$ cat config.mk
export PLATFORM = sky130hd
export DESIGN_NAME = operand_loader
export DESIGN_NICKNAME = d
export VERILOG_FILES = /design/src/rtl/operand_loader_pkg.sv /design/src/rtl/operand_loader_fsm.sv /design/src/rtl/operand_loader.sv
export SDC_FILE = /design/constraint.sdc
export NUM_CORES = 1
export LEC_CHECK = 0
export ABC_AREA = 1
export CAP_MARGIN = 10
export CORE_MARGIN = 3
export CORE_UTILIZATION = 40
export CTS_CLUSTER_DIAMETER = 200
export CTS_CLUSTER_SIZE = 20
export DETAILED_ROUTE_END_ITERATION = 16
export PLACE_DENSITY = 0.84
export SYNTH_ARGS = -nofsm -noshare
export SYNTH_HDL_FRONTEND = slang
export SYNTH_SLANG_ARGS = --single-unit
$ cat constraint.sdc
create_clock -name clk -period 1.2 [get_ports clk]
set_clock_uncertainty 0.1 [all_clocks]
set_input_delay 0.24 -clock clk [delete_from_list [all_inputs] [get_ports clk]]
set_output_delay 0.24 -clock clk [all_outputs]
set_load 0.1 [all_outputs]
$ cat src/rtl/operand_loader_pkg.sv
// Shared types and helpers for the operand loader.
// Optional build macro used by this block: LOAD_EDGE_DETECT_EN.
package operand_loader_pkg;

    typedef enum logic [2:0] {
        IDLE,
        LOAD,
        LAUNCH,
        WAIT_READY,
        FLUSH
    } state_e;

    // Index width that stays at least one bit even for a single operand.
    function automatic int min_width(input int n);
        return (n <= 1) ? 1 : $clog2(n);
    endfunction

endpackage

$ cat src/rtl/operand_loader_fsm.sv
// Transaction sequencer: state, operand index, Load qualification and output decode.
// Define LOAD_EDGE_DETECT_EN to qualify Load on its rising edge instead of its level.
module operand_loader_fsm
    import operand_loader_pkg::*;
#(
    parameter int NUM_OPERANDS = 2,
    parameter int IDX_W        = min_width(NUM_OPERANDS)
) (
    input  logic                    clk,
    input  logic                    reset,
    input  logic                    start,
    input  logic                    load,
    input  logic                    ready,
    output logic [NUM_OPERANDS-1:0] load_ch,
    output logic [IDX_W-1:0]        load_idx,
    output logic                    busy,
    output logic                    flag_flush,
    output logic                    launch,
    output logic                    capture
);

    localparam logic [IDX_W-1:0] LAST_IDX = IDX_W'(NUM_OPERANDS - 1);

    state_e           state_q, state_d;
    logic [IDX_W-1:0] idx_q, idx_d;
    logic             load_qual;

`ifdef LOAD_EDGE_DETECT_EN
    logic load_prev_q;

    always_ff @(posedge clk or posedge reset) begin
        if (reset) load_prev_q <= 1'b0;
        else       load_prev_q <= load;
    end

    // A held Load produces one capture; it must drop before the next one.
    assign load_qual = load & ~load_prev_q;
`else
    assign load_qual = load;
`endif

    always_ff @(posedge clk or posedge reset) begin
        if (reset) begin
            state_q <= IDLE;
            idx_q   <= '0;
        end else begin
            state_q <= state_d;
            idx_q   <= idx_d;
        end
    end

    always_comb begin
        state_d = state_q;
        idx_d   = idx_q;
        capture = 1'b0;
        case (state_q)
            IDLE: begin
                if (start) begin
                    state_d = LOAD;
                    idx_d   = '0;
                end
            end
            LOAD: begin
                if (load_qual) begin
                    capture = 1'b1;
                    if (idx_q == LAST_IDX) state_d = LAUNCH;
                    else                   idx_d   = idx_q + IDX_W'(1);
                end
            end
            LAUNCH:     state_d = WAIT_READY;
            WAIT_READY: if (ready) state_d = FLUSH;
            FLUSH:      state_d = IDLE;
            default:    state_d = IDLE;
        endcase
    end

    assign load_ch    = (state_q == LOAD) ? (NUM_OPERANDS'(1) << idx_q) : '0;
    assign load_idx   = (state_q == LOAD) ? idx_q : '0;
    assign busy       = (state_q != IDLE);
    assign flag_flush = (state_q == FLUSH);
    assign launch     = (state_q == LAUNCH);

endmodule

$ cat src/rtl/operand_loader.sv
// Operand-capture front end for the MDR core: N operand registers plus the start pulse.
// Build option LOAD_EDGE_DETECT_EN selects edge-qualified Load (see operand_loader_fsm).
module operand_loader
    import operand_loader_pkg::*;
#(
    parameter int WORD_LENGTH  = 16,
    parameter int NUM_OPERANDS = 2,
    parameter int IDX_W        = min_width(NUM_OPERANDS)
) (
    input  logic                                clk,
    input  logic                                reset,
    input  logic                                Start,
    input  logic                                Load,
    input  logic [WORD_LENGTH-1:0]              Data,
    input  logic                                Ready,
    output logic [NUM_OPERANDS-1:0]             Load_ch,
    output logic [IDX_W-1:0]                    load_idx,
    output logic [NUM_OPERANDS*WORD_LENGTH-1:0] Operands,
    output logic                                flagStart,
    output logic                                flagFlush,
    output logic                                busy
);

    logic [NUM_OPERANDS*WORD_LENGTH-1:0] operands_q, operands_d;
    logic                                flag_start_q, flag_start_d;
    logic                                launch;
    logic                                capture;

    operand_loader_fsm #(
        .NUM_OPERANDS (NUM_OPERANDS),
        .IDX_W        (IDX_W)
    ) u_fsm (
        .clk        (clk),
        .reset      (reset),
        .start      (Start),
        .load       (Load),
        .ready      (Ready),
        .load_ch    (Load_ch),
        .load_idx   (load_idx),
        .busy       (busy),
        .flag_flush (flagFlush),
        .launch     (launch),
        .capture    (capture)
    );

    always_comb begin
        operands_d = operands_q;
        if (capture) operands_d[int'(load_idx)*WORD_LENGTH +: WORD_LENGTH] = Data;
    end

    // Registering the LAUNCH decode puts flagStart in the first WAIT_READY cycle.
    assign flag_start_d = launch;

    always_ff @(posedge clk or posedge reset) begin
        if (reset) begin
            operands_q   <= '0;
            flag_start_q <= 1'b0;
        end else begin
            operands_q   <= operands_d;
            flag_start_q <= flag_start_d;
        end
    end

    assign Operands  = operands_q;
    assign flagStart = flag_start_q;

endmodule

; Word level (Yosys, flattened, before mapping)
; Cells that the tools add are included.
[op_classes]
add_sub_neg = 2
n_mul = 0
div = 0
order_cmp = 0
eq_ne = 8
shifts = 3
n_mux = 14
n_bitwise = 0
reduce_logical = 5
[op_table]
columns = operator, count
row1 = negation 5 -> 33 bit, 1
row2 = variable shift 16 x 33 -> 32 bit (first input constant), 1
row3 = variable part select 16 x 33 -> 32 bit, 1
row4 = bitwise mux 32 bit, 1
row5 = two-way mux 3 bit, 4
row6 = case mux 3 bit (4 select lines), 1
row7 = == test 3 x 2 -> 1 bit (second input constant), 2
row8 = two-way mux 1 bit, 6
row9 = inequality test 2 bit (second input constant), 3
row10 = AND reduction 4 bit, 1
row11 = == test 3 x 1 -> 1 bit (second input constant), 1
row12 = == test 3 bit (second input constant), 1
row13 = logical NOT 3 bit, 1
row14 = AND reduction 3 bit, 1
row15 = nonzero test 3 bit, 1
row16 = two-way mux 2 bit, 1
row17 = inequality test 2 x 1 -> 1 bit (second input constant), 1
row18 = case mux 1 bit (2 select lines), 1
row19 = nonzero test 2 bit, 1
row20 = left shift 1 x 1 -> 2 bit (first input constant), 1
row21 = adder 1 bit (second input constant), 1
[word_totals]
reg_bits = 37
latch_bits = 0
ram_bits = 0
rom_bits = 0
inputBits = 21
out_inout_bits = 38
n_memories = 0

; Logic depth before layout (Yosys ltp)
[depth]
depth_word = 5
mapped_depth = 8
ltp_nobuf = 8

; Cells and area by module
; A second synthesis with hierarchy kept.
[unflattened]
hier_cells = 183
area_unflattened_um2 = 1637.8
[by_module_without_submodules]
columns = module, instances, cells_each, area_each_um2, seq_area_each_um2
row1 = operand_loader, 1, 142, 1346.3, 825.8
row2 = operand_loader_fsm, 1, 41, 291.5, 100.1

; Worst setup path after synthesis
; OpenSTA, ideal clock, no wires.
[synth_path]
path_kind = register -> output
start = register u_fsm.state_q[0]
end = output flagFlush
arrival_ns = 2.529
t_required_ns = 0.860
path_slack_ns = -1.669
stages_incl_launch_ff = 2
n_path_buf = 0
cell_sequence = dfrtp_1 -> nor3_1
[synth_between]
elab_chain_cells = 1
[synth_lines]
columns = item, line
row1 = from (decl), operand_loader_fsm.sv:24  ; state_e state_q, state_d;
row2 = from (signal assigned), operand_loader_fsm.sv:47  ; state_q <= state_d;
row3 = == test 3 bit, operand_loader_fsm.sv:80  ; assign flag_flush = (state_q == FLUSH);
row4 = to (decl), operand_loader.sv:20  ; output logic flagFlush,
; No other way between the ends.

; Worst setup path in the final report
[layout_path]
start = register u_fsm.state_q[2]
end = output flagFlush
; The elaborated chain is that of the path after synthesis.

==> impl_metrics.py <==
metrics = {
    "clock_network": {
        "cts.clk_slew.worst_paths_ps": 80,
        "cts-htree-levels": 2,
        "clkLatencyLatePin_ps": 300,
        "cts_made_buffers": 5,
        "clock-root-buffer": "clkbuf_8",
        "clk_path_buf_depth": 2,
        "cts_tree": "built",
        "clock_sinks": 37,
    },
    "layout": {
        "fillers": 112,
        "stdcell_area_mm2": 0.00356,
        "seq_area_um2": 968,
        "final_cell_mix": "buf_12, buf_4, dfrtp_2, o21ai_2, inv_1",
        "antenna_cells": 0,
        "multi_input_area_um2": 676,
        "nNetsFinal": 299,
        "layout_commonest_cell": "buf_12",
        "drive_above_1_share_pct": 73.5,
        "area_growth_pct": 117,
    },
    "detailed_routing": {
        "wl_um": 6910,
        "dr.pass1.iters": 4,
        "drtAntennaViolNets": 0,
        "initialDrtViolationCount": 144,
        "via_count": 1690,
        "drt_drc_violations_left": 0,
        "wire_per_inst_um": 21.1,
        "via_per_inst": 5.17,
    },
    "die": {
        "ios": 59,
        "initial_utilization_pct": 43.1,
        "die_w_um": 70.0,
        "die_h_um": 70.0,
        "rows": 22,
        "core_mm2": 0.00380,
        "dieArea_mm2": 0.00490,
    },
    "hold_path": {
        "hold_class": "in2async",
    },
    "synth": {
        "synth_compound_area_share_pct": 16.6,
        "synth_seq_cells": 37,
        "ys_types": 16,
        "synth_area_mm2": 0.00164,
        "synth_xor_area_share_pct": 0,
        "syn_inst": 161,
        "synth_top_area_cell": "dfrtp_1",
        "ys_seq_area_share_pct": 56.5,
        "synthAdderAreaFrac_pct": 0,
        "synth.area.mux_share_pct": 0,
        "yosysWarnings": 0,
        "syn_area_per_cell_um2": 10.2,
        "synth_top_family_by_area": "compound AO/OA/AOI/OAI gates",
        "yosysTopAreaCellShare_pct": 56.5,
        "synth_simple_gate_area_share_pct": 16.3,
        "netlist_top_cells_area": "dfrtp_1, o21ai_2, nand2_1",
        "synth_nets": 182,
    },
    "grt": {
        "grt_pass1_vias": 1623,
        "grt_max_degree": 38,
        "antenna_found_initial": 0,
        "use_met2_pct": 41.0,
        "use_met3_pct": 5.90,
        "use_met1_pct": 28.0,
        "grt_overflow": 0,
        "top_usage_layer": "met2",
        "grt_pass1_wl_um": 8670,
        "grt_usage_pct": 23.8,
    },
    "flow_run": {
        "maxCapViolations": 0,
    },
    "worst_setup_path": {
        "arrival_ps": 1360,
        "cp_slowest_stage_delay_ps": 410,
        "cp_top_family": "buffers and inverters",
        "cp.required_ps": 860,
        "worst-setup-path-type": "reg2out",
        "critPathMaxFanout": 2,
        "cpMaxStageDelayCell": "dfrtp_1",
        "critPathCaptureType": "output pin",
        "crit_buf_inv": 3,
        "cp_cell_sequence": "inv_2 -> buf_4 -> nor3_4 -> buf_12",
        "start_kind": "flop",
    },
    "status": {
        "failed_checks": "setup timing",
        "status": "finished, violations left",
    },
    "timing": {
        "rsz0062_at_grt": "yes",
        "worst_slack_ps": -499,
        "finalCritPeriodShare_pct": 142,
        "drv_slew": 0,
        "max_freq_mhz": 589,
        "slew_headroom_pct": 85.9,
        "hold_viol": 0,
        "min_period_ps": 1700,
        "hold_ws_ps": 200,
        "tightest_slew_ps": 210,
        "setup_violations": 75,
    },
    "placement": {
        "dp.final_hpwl_um": 3170,
        "placement.io_buffers": 58,
        "gp_congestion": 0.902,
        "dpl-instance-area_mm2": 0.00292,
    },
}
## logic make-up (layout without fill, tap and decap cells)
group                  Yosys count  in the layout
buffers and inverters           33            151
AO/OA/AOI/OAI                   34             34
AND/OR/NAND/NOR                 57             57
flip-flops                      37             37
## metal layers
layer | routed length, µm | vias up
met1 | 2580 | 854
met4 | 264 | 0
met2 | 3680 | 79
met3 | 388 | 23
met5 | 0 | -
li1 | - | 734
## layout make-up
cell class / instances / share of cell area, %
clock buffers: 6 / 2.32
repair buffers: 117 / 45.9
inverters: 26 / 2.81
well taps: 48 / 1.69
multi-input cells: 91 / 19.0
flip-flops and latches: 37 / 27.2
clock inverters: 2 / 1.05
## synth_stat cells
master	count
o21ai_0	2
buf_6	6
inv_2	1
nand3_1	4
dfrtp_1	37
nor3_1	1
nor2_1	7
buf_4	1
nor2_4	2
nand3_4	1
o21ai_1	5
inv_1	25
o21ai_2	27
nand3b_1	1
nand2_1	39
nand2_4	2
## path summary, 6_finish.rpt
| path | from | endpoint | slack [ps] | depth (start not counted) |
|---|---|---|---|---|
| min | reset | Operands[28]$_DFFE_PP0P_ | 200 | 3 |
| max in group asynchronous | reset | Operands[0]$_DFFE_PP0P_ | 580 | 3 |
| max reg2reg | u_fsm.state_q[2]$_DFFE_PP0P_ | Operands[26]$_DFFE_PP0P_ | -460 | 8 |
| min reg2reg | Operands[28]$_DFFE_PP0P_ | Operands[28]$_DFFE_PP0P_ | 460 | 2 |
| min in group clk | Data[0] | Operands[16]$_DFFE_PP0P_ | 430 | 3 |
| max | u_fsm.state_q[2]$_DFFE_PP0P_ | flagFlush | -500 | 4 |
## worst reg2reg max path: cells and delay by family, from the launching register on
kind,cells,cell delay [ps]
buffers and inverters,4,610
AO/OA/AOI/OAI,1,140
AND/OR/NAND/NOR,3,330
flip-flops,1,420
## sequential cells by signal, summed over array words and instances, names as in the netlist
signal / cells
u_fsm.state_q: 3
Operands: 32
flagStart: 1
u_fsm.idx_q: 1
## metrics by stage
| step | util, % | setup WS, ps | TNS [ps] | std cells |
|---|---|---|---|---|
| after floorplan | - | -668 | -17240 | 161 |
| after detailed placement | 76.8 | -339 | -10220 | 279 |
| final | 93.7 | -499 | -17790 | 327 |
| after CTS | 88.0 | -450 | -13170 | 313 |
| after global placement | 76.8 | -302 | -9230 | 279 |
| after global routing | 93.7 | -530 | -20450 | 327 |
## repair_timing
item,4_1_cts,5_1_grt
resized for setup,11,21
setup endpoints to repair,75,75
hold buffers,0,0
pin swaps,5,6
endpoints found under the hold margin,0,0
setup buffers,24,14
gates cloned,3,1
Power is not shown: default switching activity piles up to over one toggle a cycle in this logic, so the estimate is an artifact.
